<file path="config.mk">
export PLATFORM = sky130hd
export DESIGN_NAME = mean_acc4
export DESIGN_NICKNAME = d
export VERILOG_FILES = /design/src/rtl/mean_acc4.sv
export SDC_FILE = /design/constraint.sdc
export NUM_CORES = 1
export LEC_CHECK = 0
export ABC_AREA = 1
export CAP_MARGIN = 15
export CORE_AREA = 2 2 202 204
export DETAILED_ROUTE_END_ITERATION = 7
export DIE_AREA = 0 0 204 206
export GPL_ROUTABILITY_DRIVEN = 0
export PLACE_DENSITY = 0.78
export SLEW_MARGIN = 20
export SYNTH_ARGS = -nofsm -noshare
export SYNTH_HDL_FRONTEND = slang
export SYNTH_SLANG_ARGS = --single-unit
export TNS_END_PERCENT = 20
</file>
<file path="constraint.sdc">
create_clock -name clk_acc -period 2 [get_ports clk_acc]
set_input_delay 0.2 -clock clk_acc [delete_from_list [all_inputs] [get_ports clk_acc]]
set_output_delay 0.2 -clock clk_acc [all_outputs]
set_load 0.05 [all_outputs]
</file>
<file path="src/rtl/mean_acc4.sv">
// mean_acc4: per-lane sample mean of N = 2^LOG2N MUL4 products.
// Ports:
//   clk_acc      rising-edge clock, shared with MUL4
//   rst_n        asynchronous active-low reset
//   start        one-cycle pulse that begins an estimate (ignored while busy)
//   sample_valid sequencer has a sample on MUL4's inputs this cycle
//   en_mul       MUL4 enable; high means a product is issued
//   sample_ack   copy of en_mul; the sequencer advances on it
//   in_data      MUL4 row outputs, lane k at [k*DW +: DW]
//   busy         high from start acceptance through the done cycle
//   done         one-cycle pulse when mean_out takes a new value
//   mean_out     per-lane mean, held until the next done
//   issued_cnt   products issued in the current estimate
module mean_acc4 #(
    parameter int DW    = 26,
    parameter int FRAC  = 13,
    parameter int LOG2N = 10,
    parameter int LAT   = 1,
    parameter int AW    = DW + LOG2N + 1
) (
    input  logic              clk_acc,
    input  logic              rst_n,
    input  logic              start,
    input  logic              sample_valid,
    output logic              en_mul,
    output logic              sample_ack,
    input  logic [4*DW-1:0]   in_data,
    output logic              busy,
    output logic              done,
    output logic [4*DW-1:0]   mean_out,
    output logic [LOG2N:0]    issued_cnt
);
    localparam logic [1:0] S_IDLE  = 2'd0;
    localparam logic [1:0] S_RUN   = 2'd1;
    localparam logic [1:0] S_DRAIN = 2'd2;
    localparam logic [1:0] S_DIV   = 2'd3;
    localparam int DCW = (LAT > 1) ? $clog2(LAT + 1) : 1;
    localparam logic [LOG2N:0] LAST = (LOG2N + 1)'((1 << LOG2N) - 1);

    // FRAC only documents the Q format; reject values that make no sense.
    if (FRAC < 0 || FRAC >= DW) begin : g_bad_frac
        $error("mean_acc4: FRAC must lie in [0, DW)");
    end

    logic [1:0]      r_state;
    logic [DCW-1:0]  r_drain;
    logic [LOG2N:0]  r_cnt;
    logic [LAT-1:0]  r_vpipe;
    logic [4*DW-1:0] r_mean;
    logic [4*DW-1:0] w_mean;
    logic            w_accept;
    logic            w_acc_en;

    assign w_accept   = start && (r_state == S_IDLE);
    assign en_mul     = sample_valid && (r_state == S_RUN);
    assign sample_ack = en_mul;
    assign busy       = r_state != S_IDLE;
    assign done       = r_state == S_DIV;
    assign issued_cnt = r_cnt;
    // The fresh mean is shown combinationally in the done cycle, then held.
    assign mean_out   = done ? w_mean : r_mean;
    assign w_acc_en   = r_vpipe[LAT-1];

    always_ff @(posedge clk_acc or negedge rst_n) begin
        if (!rst_n) begin
            r_state <= S_IDLE;
            r_cnt   <= '0;
            r_drain <= '0;
            r_mean  <= '0;
        end else begin
            case (r_state)
                S_IDLE: begin
                    if (start) begin
                        r_state <= S_RUN;
                        r_cnt   <= '0;
                    end
                end
                S_RUN: begin
                    if (en_mul) begin
                        r_cnt <= r_cnt + 1'b1;
                        if (r_cnt == LAST) begin
                            r_state <= S_DRAIN;
                            r_drain <= DCW'(LAT);
                        end
                    end
                end
                S_DRAIN: begin
                    if (r_drain == DCW'(1)) r_state <= S_DIV;
                    else r_drain <= r_drain - 1'b1;
                end
                default: begin
                    r_state <= S_IDLE;
                    r_mean  <= w_mean;
                end
            endcase
        end
    end

    // Valid pipe tracks which MUL4 outputs belong to issued products.
    if (LAT == 1) begin : g_pipe1
        always_ff @(posedge clk_acc or negedge rst_n) begin
            if (!rst_n) r_vpipe <= '0;
            else r_vpipe <= en_mul;
        end
    end else begin : g_pipen
        always_ff @(posedge clk_acc or negedge rst_n) begin
            if (!rst_n) r_vpipe <= '0;
            else r_vpipe <= {r_vpipe[LAT-2:0], en_mul};
        end
    end

    for (genvar k = 0; k < 4; k++) begin : g_lane
        logic signed [AW-1:0] r_acc;
        logic signed [DW-1:0] w_in;
        assign w_in = in_data[k*DW +: DW];
        // Mean of in-range samples always fits DW, so truncation is exact.
        assign w_mean[k*DW +: DW] = DW'(r_acc >>> LOG2N);
        always_ff @(posedge clk_acc or negedge rst_n) begin
            if (!rst_n) r_acc <= '0;
            else if (w_accept) r_acc <= '0;
            else if (w_acc_en) r_acc <= r_acc + AW'(w_in);
        end
    end
endmodule

</file>
==> results of run 1 <==
## repair_timing
| action | CTS | global route |
|---|---|---|
| setup buffers | 2 | 6 |
| cloned | 4 | 6 |
| endpoints found under the setup margin | 130 | 210 |
| pin swaps | 5 | 8 |
| resized for setup | 175 | 263 |
| hold buffers | 1 | 0 |
| hold endpoints to repair | 263 | 0 |
## per-stage QoR
| step | utilization | instance area, um^2 | cells | hold slack [ns] | worst slack, ns |
|---|---|---|---|---|---|
| after CTS | 0.730 | 29300 | 4432 | 0.0560 | -0.306 |
| after floorplan | - | 20900 | 3300 | -0.0956 | -0.322 |
| final | 0.767 | 30800 | 4445 | 0.0710 | -0.261 |
| after global routing | 0.767 | 30800 | 4443 | 0.0800 | -0.344 |
| after detailed placement | 0.691 | 27800 | 4372 | 0.0815 | -0.404 |
| after global placement | 0.691 | 27800 | 4372 | 0.0810 | -0.352 |
## cells in the final DEF, fill, tap and decap left out, types with 17 or more instances in the layout
cell type and count:
o21ai_4 23, nor3_1 40, o21ai_2 75, nor2_1 213, nand3_2 17, nor2_2 24, a21oi_1 153, clkdlybuf4s50_1 108
nand2_1 1158, buf_12 123, nand3_1 163, buf_4 373, o21ai_1 39, o21bai_1 20, o21ai_0 222, a21oi_2 23
clkbuf_16 37, inv_1 462, nand2_2 69, dfrtp_1 261, ha_4 60, ha_1 80
## how the worst min path moves through the flow
stage | from | to | cells after the start
2_1_floorplan | rst_n | g_lane[0].r_acc[0] | 0
4_1_cts | rst_n | r_mean[65] | 2
3_5_place_dp | rst_n | r_mean[65] | 1
6_report | rst_n | r_mean[65] | 2
5_1_grt | rst_n | r_mean[65] | 2
3_3_place_gp | rst_n | r_mean[65] | 1
## sequential cells by signal (all words and copies together) (netlist names)
name          flops
r_drain           1
g_lane.r_acc    144
r_vpipe           1
r_mean          104
issued_cnt       11
r_state           2
## metal layers
metal | track usage | up-vias | wire [um]
li1 | - | 11714 | -
met1 | 0.395 | 11168 | 29300
met2 | 0.526 | 991 | 33700
met3 | 0.0467 | 238 | 5250
met4 | 0.111 | 2 | 2950
met5 | 0 | - | 13
## kinds of logic after synthesis
kind of cell | Yosys count | share of synthesized area
AOI/OAI and AO/OA | 599 | 0.154
and+or+nand+nor | 1728 | 0.334
adders and majority gates | 150 | 0.0915
xor gates and xnor gates | 9 | 0.00378
buffers and inverters | 551 | 0.101
DFF | 263 | 0.316
## layout make-up
class	count	share of cell area
clock inverters	5	0.00325
multi-input cells	2486	0.450
inverters	475	0.0581
repair buffers	634	0.223
diodes	2	0.000162
flip-flops and latches	263	0.214
well taps	532	0.0216
clock buffers	48	0.0305
## power groups by stage
stage | clock, mW | sequential [mW] | combinational, mW
6_report | 5.91 | 7.99 | 27.6
5_1_grt | 6.16 | 8.14 | 29.7
4_1_cts | 5.96 | 7.76 | 25.3
3_5_place_dp | 0 | 7.82 | 24.1
3_3_place_gp | 0 | 7.76 | 23.6
2_1_floorplan | 0 | 7.77 | 13.3
## critical path: stages (launching register included)
cell and delay, ns:
dfrtp_1 0.42, ha_4 0.24, buf_12 0.16, buf_12 0.14, buf_8 0.14, nand2_4 0.05, o21ai_2 0.05, buf_4 0.13
buf_12 0.14
==> results_dict.tcl, run 1 <==
set metrics [dict create \
    clkTransAtPathRegs_ns 0.06 \
    cts_made_buffers 31 \
    die_h_um 206 \
    drv_slew 0 \
    worstSetupPathType "reg2out" \
    synth-main-ff-cell "dfrtp_1" \
    peakVddDrop_v 0.000949 \
    synth_area_um2 20800 \
    track_usage 0.308 \
    fin_crit_sh 1.13 \
    synthArstFlopShare 1.00 \
    fmax_mhz 442 \
    die_w_um 204 \
    slew_headroom 0.649 \
    total_power_mw 41.5 \
    hpwl_um 48100 \
    clkSinkCount 263 \
    htreeDepth 1 \
    worstSkewPairLatency_ns 0.59 \
    cp-startpoint "r_state[0]" \
    cts_tree "built" \
    synth-seq-cells 263 \
    fin_nets 4149 \
    yosysTopAreaCellShare 0.316 \
    cp-endpoint "mean_out[27]" \
    p_leak_nw 15.9 \
    grt_overflow 0 \
    r2r-start "g_lane[0].r_acc[12]" \
    power_density_nw_per_um2 1350 \
    failed_checks "negative setup slack" \
    antenna_found_initial 3 \
    ios 227 \
    fillCellCount 2829 \
    totalWireLength_um 71200 \
    setup_viol 107 \
    clock-root-buffer "clkbuf_16" \
    synth_edf_count 0 \
    rsz0062_at_grt "true" \
    cts_max_path_buffers 3 \
    min_path_type "in2async" \
    drive_gt1_frac 0.231 \
    tns_ns -17.25 \
    cp-start-kind "register" \
    synth_cell_types 41 \
    grt_pass1_vias 22614 \
    first_pass_iters 6 \
    routedWlPerCell_um 16.0 \
    std_cell_rows 74 \
    via_per_inst 5.42 \
    yosys_warnings 0 \
    reg2regPathDepth 9 \
    via_count 24113 \
    tightest_slew_ns 0.526 \
    avgSynthCellArea_um2 6.31 \
    regArea_um2 6580 \
    finalHoldViolations 0 \
    seq_area_frac_synth 0.316 \
    cp.arrival_ns 2.06 \
    yosysTopAreaCell "dfrtp_1" \
    reg2reg_to "g_lane[0].r_acc[20]" \
    synth_common_cells "nand2_1 (1221), inv_1 (464), o21ai_0 (336)" \
    die_area_um2 42000 \
    grt_max_degree 89 \
    coreArea_um2 40200 \
    p_switching_mw 19.1 \
    cp_max_fo 8 \
    clock_power_share 0.142 \
    synth_area_leaders "dfrtp_1 (32%), nand2_1 (22%), ha_1 (8.8%)" \
    p_int_mw 22.4 \
    multi_input_area_um2 13900 \
    drt_iter0_drc 1996 \
    synth_most_common_cell "nand2_1" \
    initial_core_util 0.518 \
    seqPwrFrac 0.193 \
    cap_viol_max_count 0 \
    synth_cells 3300 \
    finalCriticalPeriod_ns 2.26 \
    required_ns 1.80 \
    r2r_setup_slack_ns -0.04 \
    final_antenna_net_count 0 \
    portBuffers 226 \
    run_status "finished with violations" \
    grt_pass1_wl_um 107000 \
    syn2layout_area_growth_pct 48.0 \
    switching_share 0.461 \
    finalClockSkew_ns 0.0149 \
    finalWorstSetupSlack_ns -0.261 \
    syn-num-nets 3558 \
    combPwrFrac 0.665 \
    end_kind "output pin" \
    drcViolationCount 0 \
]
Power figures use the tool's default switching activity.
==> run 2, diff against run 1 <==
--- a/config.mk
+++ b/config.mk
@@ -11,7 +11,7 @@
 export DETAILED_ROUTE_END_ITERATION = 7
 export DIE_AREA = 0 0 204 206
 export GPL_ROUTABILITY_DRIVEN = 0
-export PLACE_DENSITY = 0.78
+export PLACE_DENSITY = 0.75
 export SLEW_MARGIN = 20
 export SYNTH_ARGS = -nofsm -noshare
 export SYNTH_HDL_FRONTEND = slang
==> constraint.sdc (replaced) <==
create_clock -name clk_acc -period 2.3 [get_ports clk_acc]
set_input_delay 0.23 -clock clk_acc [delete_from_list [all_inputs] [get_ports clk_acc]]
set_output_delay 0.23 -clock clk_acc [all_outputs]
set_load 0.05 [all_outputs]
==> results_dict.tcl, run 2 (synthesis results as in run 1) <==
set metrics [dict create \
    worstSetupPathType "reg2out" \
    r2r-start "r_state[1]" \
    clkTransAtPathRegs_ns 0.06 \
    fin_nets 3828 \
    post-route-util 0.663 \
    via_per_inst 5.39 \
    via_count 22224 \
    grt_overflow 0 \
    fillCellCount 3494 \
    totalWireLength_um 62000 \
    regMostFlops "g_lane.r_acc" \
    p_leak_nw 14.0 \
    die_w_um 204 \
    reg2regPathDepth 7 \
    multi_input_area_um2 12400 \
    die_area_um2 42000 \
    crit_slowest_cell "dfrtp_2" \
    drive_gt1_frac 0.0964 \
    cap_viol_max_count 0 \
    cp_top_family "buffers and inverters" \
    total_power_mw 30.9 \
    most-common-layout-cells "nand2_1 (1220), inv_1 (464), dfrtp_1 (261)" \
    place_area_um2 25400 \
    drt_iter0_drc 1585 \
    cts_tree "built" \
    cts_made_buffers 30 \
    tns_ns 0 \
    setup_viol 0 \
    finalClockSkew_ns 0.0157 \
    r2r_setup_slack_ns 0.13 \
    std_cell_rows 74 \
    largest_reg_flops 144 \
    grt_pass1_vias 21537 \
    routedWlPerCell_um 15.0 \
    final_common_cell "nand2_1" \
    initial_core_util 0.518 \
    htreeDepth 1 \
    regArea_um2 6580 \
    hpwl_um 46100 \
    cts_max_path_buffers 3 \
    cp-start-kind "register" \
    run_status "finished, final reports clean" \
    crit_path_frequent_cell "buf_12" \
    rsz0062_at_grt "true" \
    portBuffers 226 \
    finish.instance_area_um2 26600 \
    track_usage 0.293 \
    required_ns 2.07 \
    finalCriticalPeriod_ns 2.30 \
    cp_max_fo 16 \
    first_pass_iters 6 \
    cp.arrival_ns 2.07 \
    worstSkewPairLatency_ns 0.59 \
    min_path_type "in2async" \
    finalHoldViolations 0 \
    end_kind "output pin" \
    clkSinkCount 263 \
    slowest_delay_ns 0.46 \
    drv_slew 0 \
    ios 227 \
    cp.buffers_inverters 3 \
    coreArea_um2 40200 \
    peakVddDrop_v 0.000801 \
    die_h_um 206 \
    cp_cell_sequence "ha_4 -> buf_12 -> buf_6 -> o21ai_1 -> buf_12" \
    grt_max_degree 80 \
    final_antenna_net_count 0 \
    drcViolationCount 0 \
    antenna_found_initial 7 \
    clock-root-buffer "clkbuf_16" \
    tightest_slew_ns 0.575 \
    slew_headroom 0.617 \
    power_density_nw_per_um2 1160 \
    fmax_mhz 435 \
    syn2layout_area_growth_pct 27.8 \
    grt_pass1_wl_um 102000 \
    reg2reg_to "g_lane[1].r_acc[5]" \
    fin_crit_sh 0.999 \
]
==> run 2: cell count changes in the layout (fill, tap and decap cells not counted), moves of 30 or more <==
cell | before | now
ha_4 | 60 | 2
nand2_1 | 1158 | 1220
buf_4 | 373 | 71
nand2_2 | 69 | 14
o21ai_1 | 39 | 69
ha_1 | 80 | 144
==> run 2: final cells by class <==
type / instances / area share
clock buffer: 43 / 0.0327
tap: 532 / 0.0250
multi-input combinational: 2486 / 0.465
inverter: 475 / 0.0670
timing repair buffer: 314 / 0.159
antenna: 4 / 0.000376
sequential: 263 / 0.247
clock inverter: 9 / 0.00366
==> run 2: timing repair <==
action                     CTS  global route
setup endpoints to repair   87            84
setup buffers                0             1
hold buffers                 1             0
gates resized for setup     70            55
pin swaps                    0             1
gates cloned                 1             2
hold endpoints to repair    58             0
==> run 2: per-layer routing <==
metal	GRT usage	vias to the layer above	share of wire
li1	-	11038	-
met3	0.0467	134	0.074
met5	0	-	0.00066
met2	0.505	796	0.47
met1	0.374	10250	0.42
met4	0.103	6	0.031
==> run 2: worst max-delay path by stage <==
stage / startpoint / to / depth (start not counted)
2_1_floorplan: r_state[0] / mean_out[17] / 4
3_3_place_gp: in_data[25] / g_lane[0].r_acc[33] / 11
3_5_place_dp: in_data[25] / g_lane[0].r_acc[33] / 11
4_1_cts: r_state[0] / mean_out[46] / 5
5_1_grt: r_state[0] / mean_out[90] / 5
6_report: r_state[0] / mean_out[41] / 5
==> run 2: through the flow <==
stage | hold WS (ns) | std cells | worst slack (ns)
floorplan | -0.0656 | 3300 | -0.258
global placement | 0.182 | 4065 | -0.0490
detailed placement | 0.188 | 4065 | -0.163
CTS | 0.162 | 4119 | -0.142
global route | 0.195 | 4126 | -0.0847
finish | 0.162 | 4126 | 0.00232
==> run 2: worst reg2reg max path, delay by kind of cell, from the launching register on <==
family          cells  cell delay [ns]
fa+ha+maj           1             0.33
flops               1             0.45
buf+inv             3             0.52
compound gates      1             0.33
simple gates        2             0.42
==> run 2: power by group <==
| part | switching [mW] | internal, mW | leakage (nW) |
|---|---|---|---|
| logic | 11.8 | 7.36 | 10.0 |
| clock network | 1.99 | 2.82 | 0.478 |
| registers | 0.980 | 5.94 | 3.51 |
==> run 3, diff against run 2 <==
--- a/config.mk
+++ b/config.mk
@@ -12,6 +12,7 @@
 export DIE_AREA = 0 0 204 206
 export GPL_ROUTABILITY_DRIVEN = 0
 export PLACE_DENSITY = 0.75
+export SETUP_SLACK_MARGIN = 0.2
 export SLEW_MARGIN = 20
 export SYNTH_ARGS = -nofsm -noshare
 export SYNTH_HDL_FRONTEND = slang
==> constraint.sdc (replaced) <==
create_clock -name clk_acc -period 2.3 [get_ports clk_acc]
set_input_delay 0.23 -clock clk_acc [delete_from_list [all_inputs] [get_ports clk_acc]]
set_output_delay 0.23 -clock clk_acc [all_outputs]
set_load 0.02 [all_outputs]
==> results_dict.tcl, run 3 (synthesis results as in run 1) <==
set metrics [dict create \
    run_status "finished, final reports clean" \
    initial_core_util 0.518 \
    required_ns 2.07 \
    slew_headroom 0.641 \
    std_cell_rows 74 \
    min_path_type "in2async" \
    total_power_mw 27.4 \
    track_usage 0.290 \
    finalClockSkew_ns 0.0139 \
    clock-root-buffer "clkbuf_16" \
    regMostFlops "g_lane.r_acc" \
    first_pass_iters 6 \
    p_switching_mw 12.7 \
    drv_slew 0 \
    worstSetupPathType "reg2out" \
    seqPwrFrac 0.252 \
    finalWorstSetupSlack_ns 0.0808 \
    combPwrFrac 0.559 \
    routedWlPerCell_um 15.0 \
    dp_slack_ns -0.0967 \
    die_w_um 204 \
    drcViolationCount 0 \
    fin_crit_sh 0.965 \
    most-common-layout-cells "nand2_1 (1217), inv_1 (461), o21ai_0 (298)" \
    clkTransAtPathRegs_ns 0.06 \
    power_density_nw_per_um2 1070 \
    rsz0062_at_grt "true" \
    totalWireLength_um 62100 \
    p_leak_nw 13.8 \
    fin_nets 3854 \
    drive_gt1_frac 0.100 \
    coreArea_um2 40200 \
    fmax_mhz 451 \
    worstSkewPairLatency_ns 0.59 \
    syn2layout_area_growth_pct 22.8 \
    via_per_inst 5.35 \
    post-route-util 0.637 \
    tightest_slew_ns 0.539 \
    largest_reg_flops 144 \
    cts_max_path_buffers 3 \
    cp.arrival_ns 1.99 \
    finalCriticalPeriod_ns 2.22 \
    p_int_mw 14.7 \
    grt_overflow 0 \
    setup_viol 0 \
    grt_pass1_wl_um 101000 \
    cts_made_buffers 31 \
    antenna_found_initial 3 \
    portBuffers 226 \
    end_kind "output pin" \
    finish.instance_area_um2 25600 \
    hpwl_um 46400 \
    clock_power_share 0.188 \
    switching_share 0.464 \
    grt_max_degree 133 \
    peakVddDrop_v 0.000732 \
    ios 227 \
    die_h_um 206 \
    clkSinkCount 263 \
    cp-start-kind "register" \
    via_count 22204 \
    htreeDepth 1 \
    finalHoldViolations 0 \
    cts_tree "built" \
    cp_max_fo 26 \
    die_area_um2 42000 \
    final_antenna_net_count 0 \
    place_area_um2 24400 \
    grt_pass1_vias 21063 \
    final_common_cell "nand2_1" \
    fin_hold_ws_ns 0.108 \
    drt_iter0_drc 1583 \
    cap_viol_max_count 0 \
]
## run 3: worst paths after layout
check / from / to / slack (ns) / depth (start not counted)
max: r_state[0] / mean_out[49] / 0.08 / 4
min: rst_n / g_lane[0].r_acc[5] / 0.11 / 2
max reg2reg: r_state[1] / issued_cnt[7] / 0.16 / 13
min reg2reg: g_lane[0].r_acc[4] / g_lane[0].r_acc[4] / 0.49 / 2
max in group asynchronous: rst_n / r_mean[90] / 1.42 / 3
min in group clk_acc: in_data[0] / g_lane[0].r_acc[0] / 0.39 / 3
## run 3: layer usage
layer  global-route usage  share of wire  up-vias  wire length [um]
li1                     -              -    11102                 -
met5                    0        0.00074        -                46
met4               0.0932          0.028        6              1730
met2                0.496           0.46      803             28800
met3               0.0429          0.073      137              4510
met1                0.378           0.44    10156             27000
## run 3: power groups by stage
| stage | sequential [mW] | combinational [mW] | clock [mW] |
|---|---|---|---|
| global placement | 6.88 | 14.6 | 0 |
| finish | 6.93 | 15.4 | 5.17 |
| floorplan | 6.69 | 9.82 | 0 |
| detailed placement | 6.95 | 14.9 | 0 |
| global route | 7.09 | 17.2 | 5.45 |
| CTS | 6.89 | 14.8 | 5.29 |
## run 3: layout make-up
cell class,instances,area (um^2)
Tap cell,532,666
Inverter,475,1790
Antenna cell,1,2.50
Fill cell,3735,14600
Multi-Input combinational cell,2486,12500
Sequential cell,263,6580
Clock inverter,11,165
Timing Repair Buffer,339,2990
Clock buffer,43,901
## run 3: repair_timing
action	in CTS	in global routing
hold endpoints to repair	263	0
hold buffers	1	0
gates cloned	0	2
resized for setup	525	130
setup buffers	0	12
endpoints found under the setup margin	110	178
pin swaps	0	7
## run 3: worst max-delay path, stage by stage (launching register included)
cell and delay, ns:
dfrtp_1 0.42, ha_4 0.21, buf_16 0.17, o21ai_0 0.28, clkdlybuf4s15_2 0.31
## run 3: through the flow
stage,TNS (ns),std cells
floorplan,0,3300
global placement,-0.282,4080
detailed placement,-0.934,4080
CTS,-1.12,4135
global route,0,4149
finish,0,4150
==> variant, RTL diff (flow settings as in run 1) <==
Change the parameter `DW` from 26 to 18.
--- a/src/rtl/mean_acc4.sv
+++ b/src/rtl/mean_acc4.sv
@@ -12,7 +12,7 @@
 //   mean_out     per-lane mean, held until the next done
 //   issued_cnt   products issued in the current estimate
 module mean_acc4 #(
-    parameter int DW    = 26,
+    parameter int DW    = 18,
     parameter int FRAC  = 13,
     parameter int LOG2N = 10,
     parameter int LAT   = 1,
Ports: changed (resized in_data and mean_out); port bits go from 227 to 163. The function was not compared with the original's and may differ.
==> variant against run 1 <==
The flow still finishes with violations (negative setup slack). Sequential power shrank 12%. Sequential cell count decreased by 64. Hold slack improved by 0.13 ns. Final area is 27% lower. Synthesized area down 22%. Critical endpoint is now mean_out[7]. Combinational power fell by 4%. Power is 11% lower. Non-clock buffer count down 265. Setup slack gained 0.15 ns. Routed wire length shrank 31%. Count of clock-buffer cells in the layout is 29 lower.
==> variant: results (changes against run 1) <==
* CP arrival at 1.91 ns (-0.15 ns)
* Largest net degree at the start of global routing at 70 (-21%)
* Power Sequential at 7040 uW (-12%)
* Antenna cells at 0 (-2)
* Detailed placement HPWL at 35,900 um (-25%)
* Setup TNS at -4.15 ns (+13.09 ns)
* Mean post-synth cell area at 6.08 um2 (-3.7%)
* Peak VDD IR at 1480 uV (+56%)
* Net Count, Synth at 2,882 (-19%)
* GRT Resource Usage Total at 23.4% (-7.4 points)
* Setup violators final at 68 (-36%)
* Failing checks: negative setup slack
* Clk_lat worst skew at 0.50 ns (-0.09 ns)
* First-pass GRT wire length at 78,500 um (-26%)
* Drt via density at 4.88 (-10%)
* Final WS setup at -0.113 ns (+0.148 ns)
* Sequential area share after synthesis at 30.5% (-1.1 points)
* Nets at 3,214 (-23%)
* Distinct cells, synth at 35 (-15%)
* Placed insts at 3,516 (-20%)
* Initial antenna violation count at 0 (-3)
* Port Buffer Count at 162 (-28%)
* WL/cell at 13.8 um (-14%)
* Placed cell area at 20,800 um2 (-25%)
* Max FFs per register at 112 (-22%)
* WL final at 49,200 um (-31%)
* Synth top cells by count: nand2_1, inv_1, o21ai_0
* Leak pwr at 0.0120 uW (-25%)
* Worst r2r src: g_lane[3].r_acc[10]$_DFFE_PN0P_
* Largest cells by area after synthesis: dfrtp_1, nand2_1, inv_1
* Status: complete, but fails checks
* Max clock buf depth at 2 (-1)
* Top_reg_cell synth: dfrtp_1
* Rel. slew slack at 63.5% (-1.4 points)
* H-Tree Level Count at 4 (+3)
* Sw Share at 50.0% (+3.9 points)
* Skew final at 0.0128 ns (-0.00211 ns)
* Number of filler cells placed in the layout at 3,730 (+32%)
* Reg power frac at 19.0% (-0.3 points)
* Vias in the first global route at 16,200 (-28%)
* Crit path max fanout at 7 (-1)
* P_clk at 3480 uW (-41%)
* Share of layout cells above drive strength 1 at 16.3% (-6.8 points)
* Number of CTS-inserted buffers at 17 (-45%)
* CP Launch Point: r_state[1]$_DFFE_PN0P_
* Pre-CTS setup slack at -0.285 ns (+0.119 ns)
* Number of DRC markers in iteration 0 at 1,156 (-42%)
variant: routing by layer:
layer	GRT usage (%)	vias to the layer above	routed length, um
li1	-	8997	-
met1	30.3	7853	22200
met2	39.1	463	22800
met3	4.54	94	2810
met4	8.00	0	1420
met5	0	-	0
variant: worst paths after layout:
check / to / slack, ns / depth (start not counted)
min in group clk_acc: r_drain$_DFFE_PN0P_ / 0.36 / 3
worst max-delay path: mean_out[7] / -0.11 / 6
worst max register to register: g_lane[3].r_acc[14]$_DFFE_PN0P_ / 0.04 / 9
max in group asynchronous: r_mean[27]$_DFFE_PN0N_ / 1.11 / 3
worst min register to register: r_drain$_DFFE_PN0P_ / 0.48 / 2
worst min-delay path: r_mean[63]$_DFFE_PN0N_ / 0.20 / 2
variant: cell type report:
cell class / instances / area [um2] / area share, %
inverters: 438 / 1640 / 7.30
multi-input cells: 1995 / 10300 / 45.7
flip-flops and latches: 199 / 4990 / 22.1
well taps: 532 / 666 / 2.96
repair buffers: 369 / 4370 / 19.4
clock inverters: 13 / 120 / 0.534
clock buffers: 19 / 433 / 1.92
variant: what timing repair did:
action / 4_1_cts / 5_1_grt
resized for setup: 156 / 112
pin swaps: 9 / 9
hold endpoints to repair: 151 / 0
cloned: 4 / 3
endpoints found under the setup margin: 86 / 127
hold buffers: 1 / 0
setup buffers: 9 / 2
variant: critical path: stages (launching register included):
cell     delay (ns)
dfrtp_2        0.44
ha_4           0.19
buf_8          0.14
buf_12         0.13
buf_16         0.16
o21ai_4        0.18
buf_12         0.15
variant: cell families after synthesis:
| kind of cell | synth area share [%] |
|---|---|
| xor gates and xnor gates | 0.375 |
| and+or+nand+nor | 37.2 |
| adders and majority gates | 9.21 |
| buffers and inverters | 11.6 |
| DFF | 30.5 |
| AOI/OAI and AO/OA | 11.2 |
